===== src/rtl/mkio_channel_arbiter.sv =====
// Redundant MKIO channel arbiter: locks onto the first active healthy channel,
// routes it to the receiver core and gates the transmitter with a post-TX guard.
module mkio_channel_arbiter #(
  parameter int NCH       = 2,
  parameter int ACT_MIN   = 4,
  parameter int IDLE_TO   = 128,
  parameter int GUARD     = 10,
  parameter int FAULT_MAX = 3,
  localparam int AW       = (NCH > 1) ? $clog2(NCH) : 1
) (
  input  logic           clk32,
  input  logic           reset,
  input  logic [NCH-1:0] di1,
  input  logic [NCH-1:0] di0,
  output logic [NCH-1:0] do1,
  output logic [NCH-1:0] do0,
  output logic [NCH-1:0] rx_strob,
  output logic [NCH-1:0] tx_inhibit,
  input  logic [NCH-1:0] ch_enable,
  output logic           core_di1,
  output logic           core_di0,
  input  logic           core_do1,
  input  logic           core_do0,
  input  logic           tx_busy,
  input  logic           rx_done,
  input  logic           rx_error,
  output logic           locked,
  output logic [AW-1:0]  active_ch,
  output logic [NCH-1:0] ch_fault
);

  localparam int ACW = $clog2(ACT_MIN + 1);
  localparam int QW  = $clog2(IDLE_TO + 1);
  localparam int GW  = $clog2(GUARD + 1);

  typedef enum logic [1:0] {ST_IDLE, ST_LOCKED, ST_TX, ST_GUARD} state_t;

  state_t           state_q, state_d;
  logic [AW-1:0]    active_ch_q, active_ch_d;
  logic [NCH-1:0]   di1_m_q, di0_m_q, di1_s_q, di0_s_q;
  logic [ACW-1:0]   act_cnt_q [NCH];
  logic [ACW-1:0]   act_cnt_d [NCH];
  logic [3:0]       fault_cnt_q [NCH];
  logic [3:0]       fault_cnt_d [NCH];
  logic [QW-1:0]    quiet_cnt_q, quiet_cnt_d;
  logic [GW-1:0]    guard_cnt_q, guard_cnt_d;
  logic [NCH-1:0]   ch_fault_q, ch_fault_d;
  logic [NCH-1:0]   do1_q, do0_q, do1_d, do0_d;
  logic             tx_busy_q;
  logic             tx_rise, tx_fall, lock_found;
  logic [NCH-1:0]   chan_active, chan_quiet;

  assign chan_active = di1_s_q ^ di0_s_q;
  assign chan_quiet  = ~(di1_s_q | di0_s_q);
  assign tx_rise     = tx_busy & ~tx_busy_q;
  assign tx_fall     = ~tx_busy & tx_busy_q;

  always_ff @(posedge clk32 or posedge reset) begin
    if (reset) begin
      di1_m_q <= '0;
      di0_m_q <= '0;
      di1_s_q <= '0;
      di0_s_q <= '0;
    end else begin
      di1_m_q <= di1;
      di0_m_q <= di0;
      di1_s_q <= di1_m_q;
      di0_s_q <= di0_m_q;
    end
  end

  always_ff @(posedge clk32 or posedge reset) begin
    if (reset) begin
      state_q     <= ST_IDLE;
      active_ch_q <= '0;
      quiet_cnt_q <= '0;
      guard_cnt_q <= '0;
      ch_fault_q  <= '0;
      do1_q       <= '0;
      do0_q       <= '0;
      tx_busy_q   <= 1'b0;
      for (int unsigned c = 0; c < NCH; c++) begin
        act_cnt_q[c]   <= '0;
        fault_cnt_q[c] <= '0;
      end
    end else begin
      state_q     <= state_d;
      active_ch_q <= active_ch_d;
      quiet_cnt_q <= quiet_cnt_d;
      guard_cnt_q <= guard_cnt_d;
      ch_fault_q  <= ch_fault_d;
      do1_q       <= do1_d;
      do0_q       <= do0_d;
      tx_busy_q   <= tx_busy;
      for (int unsigned c = 0; c < NCH; c++) begin
        act_cnt_q[c]   <= act_cnt_d[c];
        fault_cnt_q[c] <= fault_cnt_d[c];
      end
    end
  end

  always_comb begin
    state_d     = state_q;
    active_ch_d = active_ch_q;
    quiet_cnt_d = '0;
    guard_cnt_d = '0;
    ch_fault_d  = ch_fault_q;
    fault_cnt_d = fault_cnt_q;
    do1_d       = '0;
    do0_d       = '0;
    lock_found  = 1'b0;

    for (int unsigned c = 0; c < NCH; c++) begin
      if (!chan_active[c])
        act_cnt_d[c] = '0;
      else if (act_cnt_q[c] == ACW'(ACT_MIN))
        act_cnt_d[c] = act_cnt_q[c];
      else
        act_cnt_d[c] = act_cnt_q[c] + ACW'(1);
    end

    unique case (state_q)
      ST_IDLE: begin
        // ascending scan with a found flag keeps the lowest index
        for (int unsigned c = 0; c < NCH; c++) begin
          if (!lock_found && ch_enable[c] && !ch_fault_q[c] && chan_active[c] &&
              act_cnt_q[c] >= ACW'(ACT_MIN - 1)) begin
            lock_found  = 1'b1;
            state_d     = ST_LOCKED;
            active_ch_d = AW'(c);
          end
        end
      end
      ST_LOCKED: begin
        if (rx_error) begin
          if (fault_cnt_q[active_ch_q] != 4'hF)
            fault_cnt_d[active_ch_q] = fault_cnt_q[active_ch_q] + 4'd1;
          if (fault_cnt_d[active_ch_q] >= 4'(FAULT_MAX)) begin
            ch_fault_d[active_ch_q] = 1'b1;
            state_d                 = ST_IDLE;
          end
        end else if (rx_done) begin
          fault_cnt_d[active_ch_q] = '0;
        end
        if (state_d == ST_LOCKED) begin
          if (tx_rise)
            state_d = ST_TX;
          else if (chan_quiet[active_ch_q]) begin
            if (quiet_cnt_q == QW'(IDLE_TO - 1))
              state_d = ST_IDLE;
            else
              quiet_cnt_d = quiet_cnt_q + QW'(1);
          end
        end
      end
      ST_TX: begin
        if (tx_fall)
          state_d = ST_GUARD;
        else begin
          do1_d[active_ch_q] = core_do1;
          do0_d[active_ch_q] = core_do0;
        end
      end
      ST_GUARD: begin
        if (guard_cnt_q == GW'(GUARD - 1))
          state_d = ST_LOCKED;
        else
          guard_cnt_d = guard_cnt_q + GW'(1);
      end
      default: state_d = ST_IDLE;
    endcase

    if (state_q != ST_IDLE && !ch_enable[active_ch_q]) begin
      state_d = ST_IDLE;
      do1_d   = '0;
      do0_d   = '0;
    end
    if (state_d == ST_IDLE)
      active_ch_d = '0;
  end

  always_comb begin
    rx_strob   = '1;
    tx_inhibit = '1;
    core_di1   = 1'b0;
    core_di0   = 1'b0;
    unique case (state_q)
      ST_LOCKED: begin
        core_di1 = di1_s_q[active_ch_q];
        core_di0 = di0_s_q[active_ch_q];
      end
      ST_TX: begin
        rx_strob[active_ch_q]   = 1'b0;
        tx_inhibit[active_ch_q] = 1'b0;
      end
      ST_GUARD: rx_strob[active_ch_q] = 1'b0;
      default: ;
    endcase
  end

  assign locked    = (state_q != ST_IDLE);
  assign active_ch = active_ch_q;
  assign ch_fault  = ch_fault_q;
  assign do1       = do1_q;
  assign do0       = do0_q;

endmodule


===== config.mk =====
export PLATFORM = sky130hd
export DESIGN_NAME = mkio_channel_arbiter
export DESIGN_NICKNAME = d
export VERILOG_FILES = /design/src/rtl/mkio_channel_arbiter.sv
export SDC_FILE = /design/constraint.sdc
export NUM_CORES = 1
export LEC_CHECK = 0
export BUFFER_PORTS_ARGS = -buffer_cell sky130_fd_sc_hd__buf_4
export CAP_MARGIN = 20
export CORE_MARGIN = 2
export CORE_UTILIZATION = 30
export CTS_CLUSTER_SIZE = 24
export DETAILED_ROUTE_END_ITERATION = 8
export SYNTH_ARGS = -nofsm -noshare
export SYNTH_HDL_FRONTEND = slang
export SYNTH_SLANG_ARGS = --single-unit

===== constraint.sdc =====
create_clock -name clk32 -period 4 [get_ports clk32]
set_clock_uncertainty 0.2 [all_clocks]
set_input_delay 0.2 -clock clk32 [delete_from_list [all_inputs] [get_ports clk32]]
set_output_delay 0.2 -clock clk32 [all_outputs]
set_load 0.05 [all_outputs]

# == Word-level counts from Yosys, hierarchy flattened ==
# Index checks and enable logic that the tools add are counted.
# totals
reg_bits,44
inputBits,13
output_inout_bits,14
# classes
n_addsub,5
n_lt_le_gt_ge,7
eq_ne,11
n_mux,64
bitwise_logic,14
reduce_logical,24
# ops
op,count
two-way mux 8 bit,10
two-way mux 2 bit,20
two-way mux 4 bit,9
two-way mux 1 bit,17
two-way mux 3 bit,4
logical AND 1 bit,10
adder 4 x 1 -> 4 bit (second input constant),2
adder 8 x 1 -> 8 bit (second input constant),1
bitwise AND 8 bit,1
bitwise mux 8 bit,1
equality test 8 x 7 -> 1 bit (second input constant),1
inverter 8 bit,1
one-hot mux 2 bit (4 select lines),1
adder 3 x 1 -> 3 bit (second input constant),2
equality test 3 bit (second input constant),2
greater-or-equal comparator 3 x 2 -> 1 bit (second input constant),2
nonzero test 2 bit,3
bitwise AND 2 bit,2
demux 4 bit (select 1 bit),1
equality test 2 x 1 -> 1 bit (second input constant),2
equality test 2 bit (second input constant),2
equality test 4 bit (second input constant),1
greater-or-equal comparator 4 x 2 -> 1 bit (second input constant),1
logical NOT 1 bit,4
18 further kinds,25

# == Depth between registers and ports, before layout ==
# Gate-level depths: netlist of the first run.
# depth
depth_word,25
depth_mapped,11
mapped_depth_nobuf,8

# == Worst setup path after synthesis of the first run ==
# Ideal clock, no wire load.
# synth_timing
path_type,flip-flop to flip-flop
start,reg active_ch_q (netlist: active_ch)
end,reg active_ch_q (netlist: active_ch)
setup_ns,0.119
arrival_time_ns,2.909
required_ns,3.681
slack_ns,0.773
stages_incl_launch_ff,10
path_buffers,2
period_less_slack_ns,3.227
cell_sequence,dfrtp_1 > buf_6 > clkbuf_1 > mux2_2 > ha_1 > inv_1 > o221a_1 > a221o_1 > o2111a_1 > o21a_1
# synth_via
elab_chain_len,25
# synth_lines
item,line_no,rtl
from (decl),39,"logic [AW-1:0] active_ch_q, active_ch_d;"
from (signal assigned),88,active_ch_q <= active_ch_d;
inverter 1 -> 2 bit (implied by the code),"136, 137, 138",
two-way mux 4 bit (implied by the code) (tied with other cells),"136, 137",
two-way mux 4 bit (implied by the code) or logical AND 1 bit (tied branches),"136, 137",
two-way mux 4 bit (on tied branches),"136, 137",
adder 4 x 1 -> 4 bit or demux 4 bit (select 1 bit) (tied branches),137,fault_cnt_d[active_ch_q] = fault_cnt_q[active_ch_q] + 4'd1;
bitwise mux 8 bit,137,
two-way mux 8 bit,136,if (fault_cnt_q[active_ch_q] != 4'hF)
two-way mux 8 bit,135,if (rx_error) begin
[... 10 more ...],n/a,
two-way mux 2 bit,146,if (tx_rise)
two-way mux 2 bit,145,if (state_d == ST_LOCKED) begin
one-hot mux 2 bit (4 select lines),122,unique case (state_q)
two-way mux 2 bit *,173,if (state_q != ST_IDLE && !ch_enable[active_ch_q]) begin
via state_d[0],38,"state_t state_q, state_d;"
logical NOT 2 bit *,178,if (state_d == ST_IDLE)
nonzero test 3 bit (no source line) or nonzero test 2 bit (tied branches),n/a,
AND reduction 2 bit (no source line),n/a,
# Mark *: on every way through the listed nets, which the timed path passes. The rest lies on a longest branch. The select of a mux whose other input is x is not followed.
# A chain may end at the register's enable or synchronous reset.

# == Final worst setup path of the first run ==
# Ends and elaborated chain as after synthesis.

==> flow_summary.json, run 1 <==
{
  "drt_iter0_markers": 101,
  "leakagePower_nw": 1.27,
  "rsz0062_at_grt": "no",
  "clock_latency_ns": 0.29,
  "die-area_um2": 8240,
  "cts.clk_slew.worst_paths_ns": 0.09,
  "startpoint_type": "flop",
  "viasPerCell": 4.84,
  "synth_mux_area_frac": 0.0316,
  "die_w_um": 90.8,
  "p_switching_w": 0.000613,
  "relSlewSlack": 0.567,
  "crit_fanout": 30,
  "worstPathCellList": "buf_4 -> o21ai_0 -> ha_1 -> and3b_1 -> o221a_1 -> a221o_1 -> o2111a_1 -> o21a_1",
  "dr.pass1.iters": 4,
  "setup_viol": 0,
  "crit_required_ns": 3.99,
  "layout.cells.non_filler": 364,
  "peakVddDrop_mv": 0.233,
  "hold_violations": 0,
  "cp_num_buf_inv": 1,
  "postRouteAntennaNets": 0,
  "fin_crit_sh": 0.692,
  "maxCapViolations": 0,
  "p_clk_frac": 0.228,
  "synth-simple-area-share": 0.194,
  "syn_nets": 250,
  "dp_cells": 347,
  "grt_pass1_wl_um": 8200,
  "diodes": 0,
  "powerDensity_nw_per_um2": 564,
  "rows": 31,
  "synth.cell_area_um2": 2260,
  "p_comb_frac": 0.393,
  "sw_frac_of_total": 0.393,
  "outcome": "finished clean",
  "grt_max_degree": 45,
  "netlist_instances": 225,
  "io_pins": 27,
  "clk_path_buf_depth": 2,
  "synthAdderAreaFrac": 0.0665,
  "cts_htree_levels": 2,
  "critPathMaxStageDelay_ns": 0.39,
  "critPathArrivalTime_ns": 2.76,
  "cts_root_buffer": "clkbuf_8",
  "ys.warnings.count": 0,
  "die_y_um": 90.8,
  "antenna_found_initial": 0,
  "place_ws_ns": 1.26,
  "ys_types": 44,
  "initial_core_util": 0.311,
  "ys_ff_latch": 44,
  "core_area_um2": 7250,
  "clock-sinks": 44,
  "cts_buffers": 5,
  "wirelength_um": 4570,
  "slew_violations": 0,
  "crit_family": "compound AO/OA/AOI/OAI gates",
  "endpoint_kind": "flop",
  "register_area_um2": 1100,
  "synth_top_family_by_area": "simple AND/OR/NAND/NOR gates",
  "p_int_w": 0.000946,
  "cts_resized": 0,
  "yosysSeqAreaShare": 0.488,
  "fmax_mhz": 362,
  "grt_usage": 0.122,
  "area_growth_pct": 22.3,
  "multi_input_area_um2": 1040,
  "setup_ws_ns": 1.23,
  "route.vias.total": 1762,
  "cts_tree": "yes",
  "grt-ovfl-total": 0,
  "post-cts-setup-buffers": 0,
  "path_class": "reg2reg",
  "drc": 0,
  "hp-class": "in2reg",
  "fillers": 745,
  "p_seq_frac": 0.379,
  "min_period_ns": 2.77,
  "synth_compound_area_frac": 0.136,
  "fin_tns_setup_ns": 0,
  "grt_pass1_vias": 1763,
  "synth_xor_area_frac": 0.0349,
  "dp_hpwl_um": 3410,
  "avgSynthCellArea_um2": 10.0,
  "tightestPinTransition_ns": 0.644,
  "io_buffers": 26,
  "cp_slowest_cell": "a221o_1",
  "globalplace.congestion": 0.888,
  "wl_per_cell_um": 12.5,
  "fin_nets": 289,
  "drive_above_1_share": 0.155
}
-- synth_stat cells (all sizes together) --
cell,n,area share
a211oi,3,0.010
a21boi,6,0.020
a21o,1,0.0033
a21oi,11,0.024
a221o,1,0.0044
a221oi,1,0.0066
a22o,1,0.0039
a22oi,1,0.0033
a2bb2oi,1,0.0039
a311oi,1,0.0066
a31o,1,0.0039
a31oi,2,0.0055
a32o,1,0.0044
and2,3,0.0083
and3,5,0.014
and3b,1,0.0039
and4,1,0.0039
buf,3,0.015
clkbuf,2,0.0033
dfrtp,44,0.49
ha,12,0.066
inv,19,0.032
mux2,1,0.0050
mux2i,6,0.027
nand2,16,0.027
nand2b,4,0.011
nand3,11,0.024
nand3b,4,0.013
nand4,3,0.0083
nand4b,1,0.0039
nor2,22,0.037
nor2b,3,0.0083
nor3,6,0.013
o2111a,1,0.0050
o21a,1,0.0033
o21ai,7,0.016
o221a,1,0.0050
o31ai,2,0.0066
or2,1,0.0028
or2b,2,0.0066
or3,3,0.0089
xnor2,4,0.016
xor2,5,0.019
-- tightest hold or removal path, stage by stage --
cell	delay, ns
buf_4	0.08
and2_1	0.15
and3_1	0.16
-- cell families after synthesis --
| kind of cell | count (synthesis) |
|---|---|
| AO/OA/AOI/OAI | 43 |
| buffers and inverters | 24 |
| multiplexers | 7 |
| XOR/XNOR | 9 |
| adder cells (fa/ha/maj) | 12 |
| AND/OR/NAND/NOR | 86 |
| flip-flops | 44 |
-- timing repair --
| item | CTS | global route |
|---|---|---|
| hold endpoints to repair | 55 | 0 |
| endpoints found under the setup margin | 0 | 0 |
| hold buffers | 9 | 0 |
-- power by group through the flow --
stage          registers [W]  logic, W  clock network, W
2_1_floorplan       0.000605  0.000449                 0
3_3_place_gp        0.000598  0.000595                 0
3_5_place_dp        0.000599  0.000608                 0
4_1_cts             0.000590  0.000618          0.000368
5_1_grt             0.000604  0.000688          0.000395
6_report            0.000591  0.000613          0.000355
-- stage by stage --
step           utilization  total power [W]  hold WS [ns]  instance area (um^2)
2_1_floorplan            -          0.00105        0.0314                  2260
3_3_place_gp         0.352          0.00119         0.110                  2550
3_5_place_dp         0.352          0.00121         0.111                  2550
4_1_cts              0.381          0.00158         0.116                  2760
5_1_grt              0.381          0.00169         0.138                  2760
6_report             0.381          0.00156         0.131                  2760
-- cells in the final DEF, fill, tap and decap left out, drive strengths merged, types with 5 or more instances in the layout --
master / n
dfrtp: 44
buf: 28
nor2: 22
inv: 19
nand2: 16
ha: 12
nand3: 11
a21oi: 11
dlygate4sd3: 9
o21ai: 7
a21boi: 6
mux2i: 6
nor3: 6
clkbuf: 6
and3: 5
xor2: 5
-- registers in the layout, summed over array words and instances, names as in the netlist, 4 cells and up --
register,count
fault_cnt_q,8
guard_cnt_q,4
act_cnt_q,6
quiet_cnt_q,8
-- cell type report --
class / instances / share of cell area
Sequential cell: 44 / 0.399
Multi-Input combinational cell: 157 / 0.378
Timing Repair Buffer: 37 / 0.109
Tap cell: 99 / 0.0448
Clock buffer: 6 / 0.0299
Inverter: 19 / 0.0258
Clock inverter: 2 / 0.0140
-- final timing paths --
path	cells after the start	startpoint	end	slack, ns
max	8	active_ch	active_ch	1.23
min	3	ch_enable[1]	do0[1]	0.13
min in group asynchronous	4	reset	di0_s_q[1]	0.39
min reg2reg	0	di0_m_q[1]	di0_s_q[1]	0.14
max in group asynchronous	4	reset	fault_cnt_q[2]	2.84
max reg2reg	8	active_ch	active_ch	1.23
-- routing by layer --
layer / global-route usage / vias up / wire [um]
met3: 0.0317 / 2 / 200
li1: - / 858 / -
met5: 0 / - / 0
met1: 0.158 / 864 / 2070
met2: 0.201 / 38 / 2270
met4: 0.0333 / 0 / 28
(Power assumes the default switching activity.)
==> run 2: changes to the inputs <==
==> constraint.sdc (replaced) <==
create_clock -name clk32 -period 2.7 [get_ports clk32]
set_clock_uncertainty 0.2 [all_clocks]
set_input_delay 0.135 -clock clk32 [delete_from_list [all_inputs] [get_ports clk32]]
set_output_delay 0.135 -clock clk32 [all_outputs]
set_load 0.05 [all_outputs]
==> run 2 against run 1 <==
- via count decreased by 1.1%
- clock power grew 42%
- register-to-register slack lost 1.0 ns
- global-route usage decreased by 0.37 points
- die area stayed put
- setup slack got worse by 1.0 ns
- sequential share of layout area fell by 0.17 points
- combinational power is 53% higher
- clock-buffer cell count fell by 1
- non-clock buffer count up 1
- critical path type unchanged
- highest routed layer unchanged
==> flow_summary.json, run 2 (synthesized netlist as in run 1, its figures left out) <==
{
  "die_w_um": 90.8,
  "largestRegisters": "fault_cnt_q (8), quiet_cnt_q (8), act_cnt_q (6)",
  "p_switching_w": 0.000913,
  "rows": 31,
  "wl_per_cell_um": 12.9,
  "crit_required_ns": 2.70,
  "dr.pass1.iters": 4,
  "cp_slowest_cell": "dfrtp_2",
  "clk_path_buf_depth": 2,
  "grt_util_met1": 0.165,
  "fin_tns_setup_ns": 0,
  "cts_htree_levels": 2,
  "p_clk_frac": 0.218,
  "critPathArrivalTime_ns": 2.48,
  "grt-ovfl-total": 0,
  "endpoint_kind": "flop",
  "peakVddDrop_mv": 0.252,
  "io_buffers": 26,
  "cts_root_buffer": "clkbuf_8",
  "layout_commonest_cell": "dfrtp_1",
  "drive_above_1_share": 0.165,
  "fin_crit_sh": 0.919,
  "outcome": "finished clean",
  "globalplace.congestion": 0.800,
  "hold_violations": 0,
  "relSlewSlack": 0.622,
  "drc": 0,
  "grt_max_degree": 45,
  "hold_end": "fault_cnt_q[4]",
  "place_area_um2": 2580,
  "leakagePower_nw": 1.26,
  "postRouteAntennaNets": 0,
  "globalRouteMet3Util": 0.0292,
  "fmax_mhz": 403,
  "reg2reg_slack_ns": 0.22,
  "grt_use_met2": 0.170,
  "maxCapViolations": 0,
  "clock_latency_ns": 0.30,
  "path_class": "reg2reg",
  "slew_violations": 0,
  "cts_buffers": 5,
  "fin_nets": 290,
  "powerDensity_nw_per_um2": 833,
  "critPathMaxStageDelay_ns": 0.46,
  "cts.clk_slew.worst_paths_ns": 0.09,
  "drt_iter0_markers": 110,
  "worstPathCellList": "mux2_4 -> ha_4 -> and3b_1 -> o221a_1 -> a221o_1 -> o2111a_1 -> o21a_1",
  "setup_viol": 0,
  "route.vias.total": 1743,
  "timing.rr.start": "active_ch",
  "clock-sinks": 44,
  "wirelength_um": 4700,
  "r2r_cells": 7,
  "fin_area_um2": 2780,
  "p_seq_frac": 0.378,
  "grt_pass1_wl_um": 7670,
  "die-area_um2": 8240,
  "rr_endpoint": "active_ch",
  "rsz0062_at_grt": "no",
  "hp-class": "in2reg",
  "grt_usage": 0.118,
  "tightestPinTransition_ns": 0.562,
  "min_period_ns": 2.48,
  "fin_hold_ws_ns": 0.0406,
  "min_path_cells": 4,
  "initial_core_util": 0.311,
  "sw_frac_of_total": 0.395,
  "die_y_um": 90.8,
  "busiest_layer": "met2",
  "crit_fanout": 11,
  "area_growth_pct": 23.0,
  "p_int_w": 0.00140,
  "grt_pass1_vias": 1604,
  "layout_common_cells": "dfrtp_1, buf_4, nor2_1, inv_1, nand2_1",
  "io_pins": 27,
  "hp-start": "rx_done",
  "p_comb_frac": 0.404,
  "core_area_um2": 7250,
  "dp_hpwl_um": 3400,
  "cts_resized": 0,
  "cts_tree": "yes",
  "startpoint_type": "flop",
  "viasPerCell": 4.78,
  "diodes": 0,
  "antenna_found_initial": 0
}
-- run 2: worst max-delay path by stage --
| stage | startpoint | to | slack, ns |
|---|---|---|---|
| 2_1_floorplan | active_ch | active_ch | -0.06 |
| 3_3_place_gp | active_ch | active_ch | 0.27 |
| 3_5_place_dp | active_ch | active_ch | 0.24 |
| 4_1_cts | active_ch | active_ch | 0.23 |
| 5_1_grt | active_ch | active_ch | 0.13 |
| 6_report | active_ch | active_ch | 0.22 |
-- run 2: layout make-up --
cell class              count  area [um^2]
well taps                  99          124
clock buffers               5         68.8
inverters                  19         71.3
multi-input cells         157         1060
repair buffers             38          308
fillers                   710         4480
clock inverters             3         42.5
flip-flops and latches     44         1100
-- run 2: power by group through the flow --
| stage | clock (W) | combinational [W] | sequential, W |
|---|---|---|---|
| after floorplan | 0 | 0.000696 | 0.000898 |
| after global placement | 0 | 0.000917 | 0.000883 |
| after detailed placement | 0 | 0.000929 | 0.000889 |
| after CTS | 0.000519 | 0.000939 | 0.000875 |
| after global routing | 0.000537 | 0.00105 | 0.000892 |
| final | 0.000503 | 0.000935 | 0.000875 |
-- run 2: worst max-delay path: cells and delay by family (launching register included) --
kind            cells  cell delay, ns
compound gates      4            1.01
fa+ha+maj           1            0.20
mux                 1            0.32
flops               1            0.46
simple gates        1            0.18
-- run 2: per-layer routing --
layer | vias to the layer above | part of all wire
met5 | - | 0
met4 | 0 | 0.017
met3 | 7 | 0.049
met2 | 38 | 0.43
met1 | 840 | 0.50
li1 | 858 | -
-- run 2: timing repair --
item	CTS	global route
endpoints found under the hold margin	55	0
endpoints found under the setup margin	0	0
setup buffers	0	0
hold buffers	9	0
-- run 2: metrics by stage --
step | std cells | worst slack (ns) | utilization | total power, W
final | 365 | 0.219 | 0.383 | 0.00231
after global routing | 365 | 0.133 | 0.383 | 0.00248
after CTS | 365 | 0.225 | 0.383 | 0.00233
after detailed placement | 348 | 0.241 | 0.355 | 0.00182
after global placement | 348 | 0.268 | 0.355 | 0.00180
after floorplan | 225 | -0.0647 | - | 0.00159
==> run 3: changes to the inputs <==
--- a/config.mk
+++ b/config.mk
@@ -7,10 +7,11 @@
 export LEC_CHECK = 0
 export BUFFER_PORTS_ARGS = -buffer_cell sky130_fd_sc_hd__buf_4
 export CAP_MARGIN = 20
-export CORE_MARGIN = 2
 export CORE_UTILIZATION = 30
+export CTS_CLUSTER_DIAMETER = 150
 export CTS_CLUSTER_SIZE = 24
 export DETAILED_ROUTE_END_ITERATION = 8
+export SLEW_MARGIN = 40
 export SYNTH_ARGS = -nofsm -noshare
 export SYNTH_HDL_FRONTEND = slang
 export SYNTH_SLANG_ARGS = --single-unit
==> run 3 against run 2 <==
- non-clock buffer count up 1
- global-route usage up 1.4 points
- power grew 0.36%
- critical path depth did not move
- sequential cell count unchanged
- first-iteration DRC count up 3.6%
- largest cell class unchanged
==> flow_summary.json, run 3 (synthesized netlist as in run 1, its figures left out) <==
{
  "antenna_found_initial": 0,
  "clock_latency_ns": 0.29,
  "grt_usage": 0.132,
  "post-cts-setup-buffers": 0,
  "path_class": "reg2reg",
  "grt-ovfl-total": 0,
  "peakVddDrop_mv": 0.389,
  "cts_htree_levels": 2,
  "p_seq_frac": 0.376,
  "io_buffers": 26,
  "layout.cells.non_filler": 366,
  "setup_ws_ns": 0.225,
  "grt_max_degree": 24,
  "critPathArrivalTime_ns": 2.47,
  "layout_common_cells": "dfrtp_1, buf_4, nor2_1, inv_1, nand2_1",
  "dr.pass1.iters": 4,
  "globalRouteMet3Util": 0.0308,
  "endpoint_kind": "flop",
  "largestRegisters": "fault_cnt_q (8), quiet_cnt_q (8), act_cnt_q (6)",
  "powerDensity_nw_per_um2": 833,
  "layout_commonest_cell": "dfrtp_1",
  "crit_required_ns": 2.69,
  "viasPerCell": 4.77,
  "relSlewSlack": 0.639,
  "p_clk_frac": 0.214,
  "route.vias.total": 1747,
  "fin_area_um2": 2790,
  "p_comb_frac": 0.410,
  "p_switching_w": 0.000915,
  "min_period_ns": 2.48,
  "rsz0062_at_grt": "no",
  "fin_crit_sh": 0.917,
  "dp_hpwl_um": 3450,
  "hp-class": "in2reg",
  "fillers": 720,
  "outcome": "finished clean",
  "grt_pass1_wl_um": 7810,
  "sw_frac_of_total": 0.394,
  "die-area_um2": 7880,
  "setup_viol": 0,
  "grt_use_met2": 0.205,
  "die_y_um": 88.8,
  "drc": 0,
  "place_ws_ns": 0.257,
  "grt_pass1_vias": 1644,
  "cts_root_buffer": "clkbuf_8",
  "leakagePower_nw": 1.27,
  "cts_buffers": 5,
  "slew_violations": 0,
  "cts_tree": "yes",
  "die_w_um": 88.8,
  "total_power_w": 0.00232,
  "clock-sinks": 44,
  "io_pins": 27,
  "wl_per_cell_um": 13.0,
  "cts.clk_slew.worst_paths_ns": 0.08,
  "area_growth_pct": 23.4,
  "globalplace.congestion": 0.881,
  "fmax_mhz": 404,
  "maxCapViolations": 0,
  "dp_cells": 349,
  "drt_iter0_markers": 114,
  "core_area_um2": 7250,
  "p_int_w": 0.00141,
  "clk_path_buf_depth": 2,
  "crit_fanout": 11,
  "initial_core_util": 0.311,
  "hold_violations": 0,
  "place_area_um2": 2580,
  "rows": 31,
  "drive_above_1_share": 0.172,
  "postRouteAntennaNets": 0,
  "tightestPinTransition_ns": 0.537,
  "busiest_layer": "met2",
  "fin_nets": 291,
  "startpoint_type": "flop",
  "diodes": 0,
  "grt_util_met1": 0.184,
  "wirelength_um": 4750
}
-- run 3: area by class of cell --
cell class | instances | area, um^2 | area share
multi-input combinational | 157 | 1060 | 0.381
sequential | 44 | 1100 | 0.396
timing repair buffer | 39 | 315 | 0.113
clock buffer | 5 | 68.8 | 0.0247
clock inverter | 3 | 42.5 | 0.0153
inverter | 19 | 72.6 | 0.0260
tap | 99 | 124 | 0.0445
-- run 3: critical path, stage by stage (launching register included) --
cell and delay, ns:
dfrtp_2 0.45, mux2_4 0.32, ha_4 0.20, and3b_1 0.18, o221a_1 0.22, a221o_1 0.36, o2111a_1 0.26, o21a_1 0.16
-- run 3: final timing paths --
path                       cells past startpoint        from  slack [ns]             end
setup / recovery                               7   active_ch        0.22       active_ch
hold / removal                                 4     rx_done        0.05  fault_cnt_q[4]
setup reg to reg                               7   active_ch        0.22       active_ch
hold reg to reg                                0  di0_m_q[1]        0.15      di0_s_q[1]
max in group asynchronous                      4       reset        1.51      di0_s_q[1]
min in group asynchronous                      3       reset        0.17      state_q[0]
-- run 3: stage by stage --
stage | util | hold WS (ns) | setup TNS [ns]
4_1_cts | 0.384 | 0.0397 | 0
2_1_floorplan | - | -0.0336 | -0.0647
6_report | 0.384 | 0.0451 | 0
3_3_place_gp | 0.356 | 0.0398 | 0
3_5_place_dp | 0.356 | -0.0606 | 0
5_1_grt | 0.384 | 0.0666 | 0
-- run 3: power groups by stage --
stage          Combinational (W)  Clock (W)  Sequential (W)
2_1_floorplan           0.000696          0        0.000898
3_3_place_gp            0.000922          0        0.000884
3_5_place_dp            0.000943          0        0.000885
4_1_cts                 0.000955   0.000514        0.000873
5_1_grt                  0.00106   0.000541        0.000891
6_report                0.000951   0.000498        0.000872
-- run 3: repair_timing --
item,CTS,global route
hold buffers,9,0
gates resized for setup,0,0
endpoints found under the hold margin,33,0
-- run 3: metal layers --
| metal | share of wire | wire length, um |
|---|---|---|
| met2 | 0.45 | 2150 |
| met5 | 0 | 0 |
| met4 | 0.0091 | 43 |
| met3 | 0.040 | 192 |
| met1 | 0.50 | 2370 |
